===== config.mk =====
export PLATFORM = sky130hd
export DESIGN_NAME = pipeline_sequencer
export DESIGN_NICKNAME = d
export VERILOG_FILES = /design/src/rtl/pipe_pkg.sv /design/src/rtl/fwd_unit.sv /design/src/rtl/pipeline_sequencer.sv
export SDC_FILE = /design/constraint.sdc
export NUM_CORES = 1
export LEC_CHECK = 0
export ABC_AREA = 1
export CAP_MARGIN = 10
export CORE_MARGIN = 3
export CORE_UTILIZATION = 35
export DETAILED_ROUTE_END_ITERATION = 8
export PLACE_DENSITY = 0.72
export SETUP_SLACK_MARGIN = 0.3
export SYNTH_ARGS = -nofsm -noshare
export SYNTH_HDL_FRONTEND = slang
export SYNTH_SLANG_ARGS = --single-unit

===== constraint.sdc =====
create_clock -name clk -period 3.3 [get_ports clk]
set_clock_uncertainty 0.2 [all_clocks]
set_input_delay 0.825 -clock clk [delete_from_list [all_inputs] [get_ports clk]]
set_output_delay 0.825 -clock clk [all_outputs]
set_load 0.005 [all_outputs]

===== src/rtl/pipe_pkg.sv =====
// Shared encodings for the pipeline sequencer: opcodes, FSM states and
// forwarding-select values.
package pipe_pkg;

  localparam logic [1:0] OPC_ADDI = 2'b00;
  localparam logic [1:0] OPC_SLL  = 2'b01;
  localparam logic [1:0] OPC_ILL  = 2'b10;
  localparam logic [1:0] OPC_JMP  = 2'b11;

  typedef enum logic [1:0] {
    ST_IDLE  = 2'd0,
    ST_RUN   = 2'd1,
    ST_FLUSH = 2'd2,
    ST_HALT  = 2'd3
  } state_t;

  typedef enum logic [1:0] {
    FWD_RF = 2'd0,
    FWD_EX = 2'd1,
    FWD_WB = 2'd2
  } fwd_sel_t;

endpackage


===== src/rtl/fwd_unit.sv =====
// Operand forwarding select for the ID-stage source register; EX beats WB,
// and register 0 is hardwired so it never forwards.
module fwd_unit
  import pipe_pkg::*;
(
  input  logic       id_valid,
  input  logic [2:0] id_rs,
  input  logic       ex_valid,
  input  logic       ex_wr,
  input  logic [2:0] ex_rd,
  input  logic       wb_valid,
  input  logic       wb_wr,
  input  logic [2:0] wb_rd,
  output fwd_sel_t   fwd_sel
);

  always_comb begin
    fwd_sel = FWD_RF;
    if (id_valid && (id_rs != 3'd0)) begin
      if (ex_valid && ex_wr && (ex_rd == id_rs))
        fwd_sel = FWD_EX;
      else if (wb_valid && wb_wr && (wb_rd == id_rs))
        fwd_sel = FWD_WB;
    end
  end

endmodule


===== src/rtl/pipeline_sequencer.sv =====
// Four-stage (IF/ID/EX/WB) pipeline controller: run/stall/jump/halt FSM,
// stage valid vector, destination tracking and retired-instruction counter.
//
// stall_req is a level: while high the front end (IF/ID) holds, EX receives
// a bubble and WB still drains; nothing is acknowledged back.
module pipeline_sequencer
  import pipe_pkg::*;
#(
  parameter logic [1:0] OP_ADDI = OPC_ADDI,
  parameter logic [1:0] OP_SLL  = OPC_SLL,
  parameter logic [1:0] OP_JMP  = OPC_JMP
) (
  input  logic       clk,
  input  logic       rst_n,
  input  logic       run,
  input  logic       stall_req,
  input  logic [1:0] id_opcode,
  input  logic [2:0] id_rd,
  input  logic [2:0] id_rs,
  output logic       pc_en,
  output logic       pc_load,
  output logic       ifid_en,
  output logic       ifid_flush,
  output logic       idex_bubble,
  output logic [3:0] stage_valid,
  output logic [1:0] fwd_sel,
  output logic [7:0] retired,
  output logic [1:0] state,
  output logic       illegal
);

  state_t     state_q;
  logic [3:0] sv_q;
  logic [2:0] ex_rd_q, wb_rd_q;
  logic       ex_wr_q, wb_wr_q;

  logic       is_ill, is_jmp;
  logic       pc_en_c, pc_load_c, ifid_en_c, ifid_flush_c, bubble_c;
  logic       fetch_bit;
  fwd_sel_t   fwd_c;

  always_comb begin
    is_ill       = 1'b0;
    is_jmp       = 1'b0;
    pc_en_c      = 1'b0;
    pc_load_c    = 1'b0;
    ifid_en_c    = 1'b0;
    ifid_flush_c = 1'b0;
    bubble_c     = 1'b0;
    fetch_bit    = (state_q != ST_IDLE);
    if (state_q != ST_HALT) begin
      is_ill = sv_q[1] && (id_opcode == OPC_ILL);
      // A jump waiting behind a stall stays in ID and is taken once it clears.
      is_jmp = sv_q[1] && (id_opcode == OP_JMP) && !stall_req;
      if (stall_req) begin
        bubble_c = 1'b1;
      end else begin
        pc_en_c      = fetch_bit;
        ifid_en_c    = fetch_bit;
        pc_load_c    = is_jmp;
        ifid_flush_c = is_jmp;
      end
    end
  end

  always_ff @(posedge clk or negedge rst_n) begin
    if (!rst_n) begin
      state_q <= ST_IDLE;
      sv_q    <= 4'b0000;
      ex_rd_q <= 3'd0;
      ex_wr_q <= 1'b0;
      wb_rd_q <= 3'd0;
      wb_wr_q <= 1'b0;
      retired <= 8'd0;
      illegal <= 1'b0;
    end else if (state_q == ST_HALT) begin
      sv_q    <= 4'b0000;
      ex_wr_q <= 1'b0;
      wb_wr_q <= 1'b0;
    end else begin
      retired <= retired + {7'd0, sv_q[3]};
      wb_rd_q <= ex_rd_q;
      wb_wr_q <= ex_wr_q;
      if (is_ill) begin
        illegal <= 1'b1;
        state_q <= ST_HALT;
        sv_q    <= 4'b0000;
        ex_wr_q <= 1'b0;
      end else begin
        state_q <= is_jmp ? ST_FLUSH : (run ? ST_RUN : ST_IDLE);
        if (stall_req) begin
          sv_q    <= {sv_q[2], 1'b0, sv_q[1:0]};
          ex_wr_q <= 1'b0;
        end else begin
          sv_q    <= {sv_q[2], sv_q[1], sv_q[0] & ~is_jmp, fetch_bit};
          ex_rd_q <= id_rd;
          ex_wr_q <= sv_q[1] && ((id_opcode == OP_ADDI) || (id_opcode == OP_SLL));
        end
      end
    end
  end

  fwd_unit u_fwd (
    .id_valid (sv_q[1]),
    .id_rs    (id_rs),
    .ex_valid (sv_q[2]),
    .ex_wr    (ex_wr_q),
    .ex_rd    (ex_rd_q),
    .wb_valid (sv_q[3]),
    .wb_wr    (wb_wr_q),
    .wb_rd    (wb_rd_q),
    .fwd_sel  (fwd_c)
  );

  assign pc_en       = rst_n & pc_en_c;
  assign pc_load     = rst_n & pc_load_c;
  assign ifid_en     = rst_n & ifid_en_c;
  assign ifid_flush  = rst_n & ifid_flush_c;
  assign idex_bubble = rst_n & bubble_c;
  assign fwd_sel     = rst_n ? 2'(fwd_c) : 2'b00;
  assign stage_valid = sv_q;
  assign state       = 2'(state_q);

endmodule

* Yosys cells after proc, flatten, opt, wreduce, memory -nomap -nowiden
Cells that the tools add are included.
** Operators by class
- Add/sub/neg operators :: 1
- Multiply operators :: 0
- Div/mod/pow operators :: 0
- Magnitude comparators :: 0
- Equality and inequality tests :: 8
- Shifts and indexed selects :: 0
- Multiplexer cells :: 22
- Bitwise logic cells :: 8
- Reductions and logical operators :: 16
** Operators with widths (number)
- $mux W1 :: 13
- $mux W2 :: 6
- $logic_and A1 B1 Y1 :: 9
- $add A8 B1 Y8 :: 1
- $mux W4 :: 2
- $eq A2 B2 Y1 const B :: 3
- $eq A3 B3 Y1 :: 2
- $and A1 B1 Y1 :: 4
- $not A1 Y1 :: 4
- $mux W3 :: 1
- $ne A3 B1 Y1 const B :: 1
- $reduce_and A3 Y1 :: 1
- $reduce_bool A3 Y1 :: 1
- $eq A2 B1 Y1 const B :: 1
- $logic_not A2 Y1 :: 1
- $ne A2 B2 Y1 const B :: 1
- $reduce_and A2 Y1 :: 1
- $reduce_bool A2 Y1 :: 1
- $logic_not A1 Y1 :: 1
- $logic_or A1 B1 Y1 :: 1
** Storage, ports and cells
- Register bits after elaboration :: 23
- Bits in latches :: 0
- Memory bits (writable) :: 0
- Bits in read-only memories :: 0
- Word-level logic and storage cells :: 64
- Memories kept :: 0

* Longest topological paths before layout
Gate-level depths: netlist of the first run.
- Depth after elaboration :: 9
- Depth in mapped cells :: 8
- Mapped depth without buffers :: 8

* Hierarchy
Synthesis of the first run repeated with hierarchy kept, for this count alone.
** Second synthesis, totals
- Cells, all modules :: 157
- Area, all modules :: 1219.9 µm²
** Modules (own cells, without submodules)
- pipeline_sequencer :: instances 1, cells an instance 120, area an instance 1071.0 µm², seq. area each 575.6 µm²
- fwd_unit :: instances 1, cells an instance 37, area an instance 148.9 µm², seq. area each 0.0 µm²

* Least setup slack after synthesis of the first run
No wires, ideal clock.
- Kind :: input -> output
- Start point :: input port stall_req
- End point :: output port pc_load
- Data arrival time :: 1.448 ns
- Path slack :: 0.827 ns
- Cell stages on the path :: 5
- Path buffers :: 1
- Path through :: inv_1 -> nand2_1 -> or2_4 -> nor2_2 -> buf_4
** On the way
- Word-level cells in the longest chain between the ends :: 5
** RTL lines
- start: declaration :: line pipeline_sequencer.sv:16 : input logic stall_req,
- $logic_not A1 Y1 :: line pipeline_sequencer.sv:54 : is_jmp = sv_q[1] && (id_opcode == OP_JMP) && !stall_req;
- $logic_and A1 B1 Y1 :: line pipeline_sequencer.sv:54
- $mux W1 (*) (2 in series)
- $and A1 B1 Y1 (*)
- end: declaration :: line pipeline_sequencer.sv:21 : output logic pc_load,
Every way passes the cells marked *; elsewhere a longest branch is shown, timed or not.

* Worst setup path in the final report of the first run
- Start point :: input port stall_req
- End point :: output port ifid_flush
** On the way
- Word-level cells in the longest chain between the ends :: 5
** RTL lines
- $logic_not A1 Y1 :: line pipeline_sequencer.sv:54
- $logic_and A1 B1 Y1 :: line pipeline_sequencer.sv:54
- $mux W1 (*) :: line pipeline_sequencer.sv:55 : if (stall_req) begin
- $mux W1 (*) :: line pipeline_sequencer.sv:51 : if (state_q != ST_HALT) begin
- $and A1 B1 Y1 (*) :: line pipeline_sequencer.sv:118 : assign ifid_flush = rst_n & ifid_flush_c;
- end: declaration :: line pipeline_sequencer.sv:23 : output logic ifid_flush,
Marks and branches as above.

==> Implementation_results.wiki, run 1 <==
{| class="wikitable"
! Metric !! Value
|-
| Overall Global Routing Usage || 13.88%
|-
| Min Clock Period, post-route || 2957 ps
|-
| Headroom to the max-slew limit || 81.50%
|-
| Largest net degree at the start of global routing || 14
|-
| Max-cap viol count || 0
|-
| Chip height || 65.22 microns
|-
| Worst setup path startpoint || stall_req
|-
| Area after DPL || 1624 sq um
|-
| Area of the core || 3203 sq um
|-
| Global-route wire length before repair || 4616 microns
|-
| Met2 usage || 21.24%
|-
| Global route total overflow || 0
|-
| Adder-cell share of the synthesized area || 2.039%
|-
| Number of top-level pins || 34
|-
| CP startpoint kind || primary input
|-
| WP data required || 2270 ps
|-
| Share of post-route cells with drive strength above 1 || 16.75%
|-
| Post-Syn Instances || 158
|-
| Initial antenna violation count || 0
|-
| Antenna Violating Nets Remaining || 0
|-
| Remaining routing DRC violations || 0
|-
| RSZ-0062 raised after global routing || false
|-
| Slew Limit Fails || 0
|-
| X dimension of the die || 65.22 microns
|-
| Worst r2r src || state[1]$_DFFE_PN0P_
|-
| Most common library cell in the layout ignoring fill and taps || sky130_fd_sc_hd__nand2_1
|-
| Areal power density over the cells || 268.1 nW/um^2
|-
| Die footprint || 4254 sq um
|-
| Xor and xnor fraction of the mapped netlist area || 2.854%
|-
| Count of port buffers added during placement || 33
|-
| Layout Cell Area excl Fill || 1654 sq um
|-
| Routed wirelength normalized by instance count || 10.63 microns
|-
| Share of Yosys cell area claimed by the top area cell type || 46.89%
|-
| Path type of the worst min-delay path || flop to flop
|-
| Placer's final routability congestion estimate || 0.8613
|-
| Distinct cells, synth || 24
|-
| Final setup violation count || 0
|-
| Number of cells on the worst reg-to-reg path || 6
|-
| Diode insertion count for antenna repair || 0
|-
| Most used cells in the layout excluding fill and tap cells || sky130_fd_sc_hd__nand2_1 (47), sky130_fd_sc_hd__dfrtp_1 (23), sky130_fd_sc_hd__inv_1 (22)
|-
| Layout overhead on the synthesized area || 34.76%
|-
| Total vias in the final route || 1060
|-
| Post-synthesis area per instance || 7.769 sq um
|-
| Pre-Repair DR Iteration Count || 4
|-
| Buffer type at the clock tree root || sky130_fd_sc_hd__clkbuf_4
|-
| Dominant combinational cell family by area after synthesis || simple AND/OR/NAND/NOR gates
|-
| Htree depth || 1
|-
| Vias in the first global route || 1101
|-
| Overall routed net length || 2563 microns
|-
| Num CTS Buffers || 3
|-
| Largest fanout on the critical path || 3
|-
| Critical path endpoint category || output pin
|-
| Post-CTS Setup Bufs || 0
|-
| Top Usage Layer GRT || met2
|-
| Clock tree from TritonCTS || yes
|-
| Data arrival time of the critical path || 1930 ps
|-
| Number of buffers on the longest clock path || 2
|-
| Leak || 0.0008714 uW
|-
| Count of nets after finishing || 212
|-
| Final clock period utilization by the worst path || 89.61%
|-
| HPWL after detailed placement || 2026 microns
|-
| Post-synthesis register bit count || 23
|-
| Clock latency of the later-clocked register in the worst-skew pair || 310 ps
|-
| Initial Util || 38.32%
|-
| Global routing usage on met1 || 18.49%
|-
| Critical path capture point || ifid_flush
|-
| Clock transition at path regs || 120 ps
|-
| GR Layer Usage met3 || 2.393%
|-
| Share of the yosys chip area belonging to registers || 46.89%
|-
| Hold slack final || 311.2 ps
|-
| Synth Net Count || 172
|-
| Synth warnings || 0
|-
| Clock sink count || 23
|-
| Number of rows created at floorplan || 20
|-
| Number of cells in the design after placement || 237
|-
| Largest area contributor in the netlist || sky130_fd_sc_hd__dfrtp_1
|-
| Routed via count divided by cell count || 4.398
|-
| Startpoint of the tightest hold check path || illegal$_DFFE_PN0P_
|-
| Outcome || finished, final reports clean
|-
| Endpoint of the most critical register-to-register path || state[0]$_DFFE_PN0P_
|-
| Peak supply drop || 150.8 uV
|-
| Worst slew pin tran || 276.5 ps
|-
| Area fraction in and, or, nand and nor cells after synthesis || 32.31%
|-
| Non-filler cells, final || 241
|-
| Compound-gate portion of the synthesized area || 4.281%
|-
| Detailed Route Iter0 Violations || 34
|-
| Area of the mapped netlist || 1227 sq um
|-
| Most area-consuming cells after synthesis || sky130_fd_sc_hd__dfrtp_1 (47%), sky130_fd_sc_hd__nand2_1 (15%), sky130_fd_sc_hd__inv_1 (7.3%), sky130_fd_sc_hd__nor2_1 (4.3%), sky130_fd_sc_hd__nand3_1 (4.1%)
|-
| Number of hold-slack violations in the final timing report || 0
|-
| Register-to-Register Setup Slack || 1750 ps
|-
| Maximum clock rate || 0.3382 GHz
|-
| Kind of critical path || primary input to output pin
|-
| Fraction of synthesized area in multiplexers || 0%
|}
registers in the layout, indices dropped and copies added, names as in the netlist:
signal       cells
state            2
wb_wr_q          1
stage_valid      4
wb_rd_q          3
ex_wr_q          1
retired          8
ex_rd_q          3
illegal          1
worst max-delay path, cell delays in order:
cell and delay [ps]:
sky130_fd_sc_hd__clkdlybuf4s50_1 410, sky130_fd_sc_hd__inv_2 70, sky130_fd_sc_hd__nand2_2 70, sky130_fd_sc_hd__or2_4 250, sky130_fd_sc_hd__nor2_2 100, sky130_fd_sc_hd__clkdlybuf4s15_2 210
worst min path at each step:
stage / endpoint / cells past startpoint
4_1_cts: wb_wr_q$_DFF_PN0_ / 2
6_report: illegal$_DFFE_PN0P_ / 1
3_5_place_dp: illegal$_DFFE_PN0P_ / 1
2_1_floorplan: illegal$_DFFE_PN0P_ / 1
3_3_place_gp: retired[7]$_DFFE_PN0P_ / 2
5_1_grt: illegal$_DFFE_PN0P_ / 1
stage by stage:
stage	setup TNS (ps)	setup slack [ps]	util, %	power [uW]
detailed placement	-90.86	-58.33	50.70	324.0
global placement	-90.43	-63.87	50.70	323.6
floorplan	0	826.9	-	295.0
global route	0	304.3	51.64	467.2
finish	0	342.9	51.64	443.4
CTS	0	210.7	51.80	450.8
Yosys cell counts (all sizes together):
library cell / n
o21ai: 5
a21oi: 4
dfrtp: 23
nand4: 1
nor2: 18
buf: 6
nand3b: 1
nand3: 11
or2: 1
ha: 2
o21bai: 1
inv: 25
xor2: 1
nand2: 53
xnor2: 3
nor3: 3
power breakdown:
part           switching (uW)  internal, uW
Clock                    81.4          45.2
Sequential                  0           282
Combinational            17.5          17.6
Total                    98.9           345
metal layers:
layer,routed length (microns),share of wire [%]
met5,0,0
met1,1268,49
met2,1143,45
met4,54,2.1
met3,97,3.8
cell type report:
class	count	area [sq um]
multi-input combinational	104	525.5
inverter	25	93.84
clock inverter	1	5.005
clock buffer	3	22.52
fill	331	1549
sequential	23	575.6
tap	44	55.05
timing repair buffer	41	376.6
logic make-up after synthesis:
logic type | Yosys count
simple gates | 88
buf+inv | 31
flops | 23
compound gates | 10
xor+xnor | 4
fa+ha+maj | 2
timing repair:
item                                    in CTS  in global routing
pin swaps                                    0                  1
hold buffers                                 0                  0
endpoints found under the setup margin       7                  5
gates resized for setup                     20                  6
Note: power is estimated with default switching activity, not from simulation.
==> run 2, diff against run 1 <==
- ABC_AREA: 1 -> 0
- CTS_CLUSTER_DIAMETER: not set -> 200
- PLACE_DENSITY: 0.72 -> 0.74
==> run 2 against run 1 <==
Area after synthesis down 10%. Worst hold slack got worse by 35 ps. Non-clock buffer count grew 2. Sequential power about the same. Register-to-register slack worse by 20 ps. Clock-buffer cell count unchanged. First-iteration DRC count decreased by 50%. Combinational power rose by 1%. Flip-flop and latch count is the same. Synthesized cell count down 40%. Final cell count fell by 26%. Total power increased by 0.67%.
==> Implementation_results.wiki, run 2 <==
{| class="wikitable"
! Metric !! Value
|-
| Outcome || finished, final reports clean (unchanged)
|-
| Setup WS post-layout || 366.2 ps (was 342.9 ps)
|-
| Peak supply drop || 150.4 uV (was 150.8 uV)
|-
| Share of the yosys chip area belonging to registers || 52.21% (was 46.89%)
|-
| Global-route wire length before repair || 4105 microns (was 4616 microns)
|-
| Post-Syn Instances || 95 (was 158)
|-
| Layout overhead on the synthesized area || 39.05% (was 34.76%)
|-
| Slew Limit Fails || 0 (unchanged)
|-
| Die footprint || 3859 sq um (was 4254 sq um)
|-
| Distinct cells, synth || 26 (was 24)
|-
| Data arrival time of the critical path || 1910 ps (was 1930 ps)
|-
| Post-synthesis area per instance || 11.60 sq um (was 7.769 sq um)
|-
| Share of Yosys cell area claimed by the top area cell type || 52.21% (was 46.89%)
|-
| Register with the most flip-flops || retired (unchanged)
|-
| Post-Place Setup Slack || -330.1 ps (was -58.33 ps)
|-
| Kind of critical path || primary input to output pin (unchanged)
|-
| Initial Util || 38.32% (about the same)
|-
| Area of the core || 2877 sq um (was 3203 sq um)
|-
| Vias in the first global route || 868 (was 1101)
|-
| Area after DPL || 1504 sq um (was 1624 sq um)
|-
| Number of buffer and inverter instances along the worst setup path || 2 (was 3)
|-
| Longest individual stage delay on the worst path || 420 ps (was 410 ps)
|-
| Largest net degree at the start of global routing || 22 (was 14)
|-
| Remaining routing DRC violations || 0 (unchanged)
|-
| Diode insertion count for antenna repair || 0 (unchanged)
|-
| Count of nets after finishing || 151 (was 212)
|-
| Largest fanout on the critical path || 2 (was 3)
|-
| Most common library cell in the layout ignoring fill and taps || sky130_fd_sc_hd__dfrtp_1 (was sky130_fd_sc_hd__nand2_1)
|-
| Post-synthesis register bit count || 23 (unchanged)
|-
| Chip height || 62.12 microns (was 65.22 microns)
|-
| RSZ-0062 raised after global routing || false (unchanged)
|-
| WP data required || 2270 ps (about the same)
|-
| Clock tree from TritonCTS || yes (unchanged)
|-
| CP startpoint kind || primary input (unchanged)
|-
| Initial antenna violation count || 0 (unchanged)
|-
| Detailed Route Iter0 Violations || 17 (was 34)
|-
| Routed wirelength normalized by instance count || 13.26 microns (was 10.63 microns)
|-
| Synth warnings || 0 (unchanged)
|-
| Clock sink count || 23 (unchanged)
|-
| Area of the mapped netlist || 1102 sq um (was 1227 sq um)
|-
| Max-cap viol count || 0 (unchanged)
|-
| Headroom to the max-slew limit || 76.03% (was 81.50%)
|-
| Clock transition at path regs || 130 ps (was 120 ps)
|-
| Number of hold-slack violations in the final timing report || 0 (unchanged)
|-
| Antenna Violating Nets Remaining || 0 (unchanged)
|-
| Share of synthesized flip-flops with an asynchronous set or reset || 100.0% (unchanged)
|-
| Most area-consuming cells after synthesis || sky130_fd_sc_hd__dfrtp_1 (52%), sky130_fd_sc_hd__mux2_1 (8.2%), sky130_fd_sc_hd__xnor2_1 (7.2%), sky130_fd_sc_hd__buf_4 (3.4%), sky130_fd_sc_hd__xor2_1 (3.2%) (was sky130_fd_sc_hd__dfrtp_1 (47%), sky130_fd_sc_hd__nand2_1 (15%), sky130_fd_sc_hd__inv_1 (7.3%), sky130_fd_sc_hd__nor2_1 (4.3%), sky130_fd_sc_hd__nand3_1 (4.1%))
|-
| Worst path slowest cell || sky130_fd_sc_hd__or4_4 (was sky130_fd_sc_hd__clkdlybuf4s50_1)
|-
| Critical path's top delay family || simple AND/OR/NAND/NOR gates (was buffers and inverters)
|-
| HPWL after detailed placement || 1892 microns (was 2026 microns)
|-
| Placer's final routability congestion estimate || 0.7846 (was 0.8613)
|-
| Path type of the worst min-delay path || flop to flop (unchanged)
|-
| Total power draw || 446.4 uW (was 443.4 uW)
|-
| Final setup violation count || 0 (unchanged)
|-
| Overall Global Routing Usage || 12.95% (was 13.88%)
|-
| Num CTS Buffers || 3 (unchanged)
|-
| Hold slack final || 275.9 ps (was 311.2 ps)
|-
| Ys flop type || sky130_fd_sc_hd__dfrtp_1 (unchanged)
|-
| Library cell with the highest instance count after synthesis || sky130_fd_sc_hd__dfrtp_1 (was sky130_fd_sc_hd__nand2_1)
|-
| Largest area contributor in the netlist || sky130_fd_sc_hd__dfrtp_1 (unchanged)
|-
| Final clock period utilization by the worst path || 88.90% (was 89.61%)
|-
| Htree depth || 1 (unchanged)
|-
| Leak || 0.0007204 uW (was 0.0008714 uW)
|-
| Min Clock Period, post-route || 2934 ps (was 2957 ps)
|-
| Maximum clock rate || 0.3409 GHz (was 0.3382 GHz)
|-
| Number of enable flip-flop cells after synthesis || 0 (unchanged)
|-
| Fillers || 277 (was 331)
|-
| Number of buffers on the longest clock path || 2 (unchanged)
|-
| Pre-Repair DR Iteration Count || 4 (unchanged)
|-
| X dimension of the die || 62.12 microns (was 65.22 microns)
|-
| Number of rows created at floorplan || 19 (was 20)
|-
| Layout Cell Area excl Fill || 1533 sq um (was 1654 sq um)
|-
| Areal power density over the cells || 291.2 nW/um^2 (was 268.1 nW/um^2)
|-
| Worst slew pin tran || 358.8 ps (was 276.5 ps)
|-
| Share of post-route cells with drive strength above 1 || 17.65% (was 16.75%)
|-
| Sequence of cells on the critical path || clkdlybuf4s15_1 -> xor2_1 -> or4_4 -> nor4b_4 -> buf_2 (was clkdlybuf4s50_1 -> inv_2 -> nand2_2 -> or2_4 -> nor2_2 -> clkdlybuf4s15_2)
|-
| Critical path endpoint category || output pin (unchanged)
|-
| Most used cells in the layout excluding fill and tap cells || sky130_fd_sc_hd__dfrtp_1 (23), sky130_fd_sc_hd__clkdlybuf4s50_1 (22), sky130_fd_sc_hd__xnor2_1 (9), sky130_fd_sc_hd__buf_4 (9), sky130_fd_sc_hd__mux2_1 (8) (was sky130_fd_sc_hd__nand2_1 (47), sky130_fd_sc_hd__dfrtp_1 (23), sky130_fd_sc_hd__inv_1 (22))
|-
| Clock latency of the later-clocked register in the worst-skew pair || 310 ps (about the same)
|-
| Leading post-synthesis cells by instance count || sky130_fd_sc_hd__dfrtp_1 (23), sky130_fd_sc_hd__xnor2_1 (9), sky130_fd_sc_hd__mux2_1 (8), sky130_fd_sc_hd__nand3_1 (6), sky130_fd_sc_hd__nor2_1 (6) (was sky130_fd_sc_hd__nand2_1 (48), sky130_fd_sc_hd__inv_1 (24), sky130_fd_sc_hd__dfrtp_1 (23), sky130_fd_sc_hd__nor2_1 (14), sky130_fd_sc_hd__nand3_1 (10))
|-
| Overall routed net length || 2361 microns (was 2563 microns)
|-
| Number of top-level pins || 34 (unchanged)
|-
| Synth Net Count || 109 (was 172)
|-
| Routed via count divided by cell count || 4.781 (was 4.398)
|-
| Buffer type at the clock tree root || sky130_fd_sc_hd__clkbuf_4 (unchanged)
|-
| Total vias in the final route || 851 (was 1060)
|-
| Number of flip-flops under the largest register name || 8 (unchanged)
|-
| Count of port buffers added during placement || 33 (unchanged)
|-
| Global route total overflow || 0 (unchanged)
|}
[run 2: metrics by stage]
step / TNS (ps) / util [%] / instances
after floorplan: 0 / - / 95
after global routing: 0 / 53.28 / 178
after CTS: 0 / 53.41 / 177
final: 0 / 53.28 / 178
after detailed placement: -647.4 / 52.28 / 172
after global placement: -569.2 / 52.28 / 172
[run 2: routing by layer]
metal | up-vias | global-route usage (%) | part of all wire (%) | wire length [microns]
met5 | - | 0 | 0 | 0
met4 | 0 | 6.630 | 1.1 | 27
met3 | 2 | 0.9009 | 2.9 | 69
met2 | 15 | 21.10 | 50 | 1179
met1 | 420 | 17.33 | 46 | 1085
li1 | 414 | - | - | -
[run 2: worst register-to-register path, cell delays in order (launching register included)]
cell and delay [ps]:
sky130_fd_sc_hd__dfrtp_1 490, sky130_fd_sc_hd__nand3b_1 220, sky130_fd_sc_hd__nand3_1 210, sky130_fd_sc_hd__mux2_1 340
[run 2: timing repair]
action,CTS,global route
resized for setup,19,5
pin swaps,1,2
buffers inserted,1,1
setup endpoints to repair,7,4
hold buffers,0,0
[run 2: power by group]
group | switching [uW] | internal, uW
clock network | 83.9 | 45.2
registers | 0 | 282
logic | 15.8 | 19.6
[run 2: logic make-up after synthesis]
group                    Yosys count  share of synthesized area (%)
XOR/XNOR                          13                          10.33
buffers and inverters              7                          4.086
multiplexers                       8                          8.173
adder cells (fa/ha/maj)            2                          2.270
AND/OR/NAND/NOR                   35                          18.50
AO/OA/AOI/OAI                      7                          4.428
flip-flops                        23                          52.21
[run 2: path summary, 6_finish.rpt]
kind / slack (ps) / to / start / cells after the start
worst max-delay path: 370 / fwd_sel[1] / id_rs[2] / 5
max in group asynchronous: 2120 / wb_rd_q[0]$_DFFE_PN0P_ / rst_n / 3
worst min register to register: 280 / retired[7]$_DFFE_PN0P_ / retired[7]$_DFFE_PN0P_ / 1
worst min-delay path: 280 / retired[7]$_DFFE_PN0P_ / retired[7]$_DFFE_PN0P_ / 1
min in group asynchronous: 360 / retired[2]$_DFFE_PN0P_ / rst_n / 2
worst max register to register: 1730 / ex_rd_q[0]$_DFFE_PN0P_ / stage_valid[1]$_DFFE_PN0P_ / 3
[run 2: final cells by class]
| type | count | area, sq um | area share (%) |
|---|---|---|---|
| Multi-Input combinational cell | 65 | 491.7 | 32.08 |
| Tap cell | 42 | 52.55 | 3.429 |
| Clock buffer | 3 | 22.52 | 1.469 |
| Sequential cell | 23 | 575.6 | 37.55 |
| Timing Repair Buffer | 43 | 381.6 | 24.90 |
| Clock inverter | 1 | 5.005 | 0.3265 |
| Inverter | 1 | 3.754 | 0.2449 |
==> patch, RTL diff (config.mk and constraints of run 1) <==
Make the reset (`rst_n`) synchronous in one clocked block.
--- a/src/rtl/pipeline_sequencer.sv
+++ b/src/rtl/pipeline_sequencer.sv
@@ -64,5 +64,5 @@
   end
 
-  always_ff @(posedge clk or negedge rst_n) begin
+  always_ff @(posedge clk) begin
     if (!rst_n) begin
       state_q <= ST_IDLE;
Formal check against the unedited RTL: differs if rst_n is asserted again (counterexample within 4 cycles, from zero or initial values and one cycle with rst_n low); with rst_n held inactive, the same outputs for 10 cycles.
==> patch against run 1 <==
Power is 11% higher. Critical path depth stayed put. Sequential cell count stayed put. Routed wire length is 1.2% higher. Design area is 8.4% lower. Area after synthesis is 8.2% lower. Sequential share of layout area is 4.4 points lower. Die area is 7.4% lower. Worst setup slack better by 0.029 ns. Largest power group unchanged.
==> patch: results (changes against run 1) <==
The post-place instance area is 0.00148 mm^2 (-8.9%). The commonest cells after synthesis are sky130_fd_sc_hd__nand2_1 (32), sky130_fd_sc_hd__nor2_1 (29), sky130_fd_sc_hd__dfxtp_1 (23), sky130_fd_sc_hd__inv_1 (22), sky130_fd_sc_hd__o21ai_0 (13). The half-perimeter wire length after detailed placement came to 2020 um (about the same). The number of cells produced by synthesis came to 162 (+2.5%). The number of multi-input combinational cells came out at 108 (+3.8%).

The total number of vias was 1,108 (+4.5%). The total nets after synthesis came out at 176 (+2.3%). The total wirelength of the detailed-routed design came to 2590 um (+1.2%).

The area growth from synthesis to layout is 34.4%. The run finished with clean final reports. The worst hold slack is 0.260 ns (-0.0512 ns). The startpoint identified for the worst hold timing path is ex_wr_q$_SDFF_PP0_. The worst slack at placement is -0.0747 ns (-0.0164 ns). The maximum vdd ir drop is 0.198 mV (+31%). The area used by multi-input combinational logic is 529 um^2 (+0.71%). The placed cell count was 233 (-1.7%). The internal power came to 0.000365 W (+6.0%). The routed length on met1 came out at 1200 um (-5.3%). The logic gate share of total power came to 0.138 (+0.059).

The post-cts sizing count is 16 (-20%). The routed length on met3 is 123 um (+27%). The relative slew slack is 0.848 (+0.0331). The inverter count of the layout excluding clock inverters came to 23 (-8.0%). The terminating pin of the worst hold path is wb_wr_q$_SDFF_PP0_. The average cell area after synthesis is 6.96 um^2 (-10%). The startpoint identified for the worst register-to-register timing path is stage_valid[3]$_SDFF_PP0_. The arrival time reported for the critical path endpoint is 1.90 ns (-0.03 ns).

The total of fill cells in the finished design is 292 (-12%). The adder-cell share of the synthesized area came out at 0.0222 (+0.00181). The total length of routed met2 wires is 1240 um (+8.4%). The number of distinct library cell variants in the gate-level netlist after synthesis came to 21 (-13%). The power consumed by combinational cells is 0.0000681 W (+95%).

The filler-free cell count of the finished design was 237 (-1.7%).
[patch: cell types whose count changed after synthesis, moves of 3 or more]
cell / run 1 / this run
sky130_fd_sc_hd__nor2_1: 14 / 29
sky130_fd_sc_hd__nand2_1: 48 / 32
sky130_fd_sc_hd__a21oi_1: 4 / 11
sky130_fd_sc_hd__dfxtp_1: 0 / 23
sky130_fd_sc_hd__dfrtp_1: 23 / 0
sky130_fd_sc_hd__xnor2_1: 3 / 0
sky130_fd_sc_hd__o21ai_0: 3 / 13
[patch: worst max-delay path by stage]
stage / from / end / slack, ns / depth (start not counted)
finish: id_opcode[1] / ifid_flush / 0.37 / 6
floorplan: stall_req / pc_load / 0.89 / 4
global placement: id_rs[2] / fwd_sel[0] / 0.02 / 6
global route: id_opcode[1] / ifid_flush / 0.29 / 6
detailed placement: id_rs[2] / fwd_sel[0] / -0.07 / 6
CTS: stall_req / ifid_en / 0.30 / 5
[patch: worst max-delay path, delay by kind of cell]
family	cells	cell delay [ns]
buffers and inverters	3	0.82
and+or+nand+nor	3	0.25
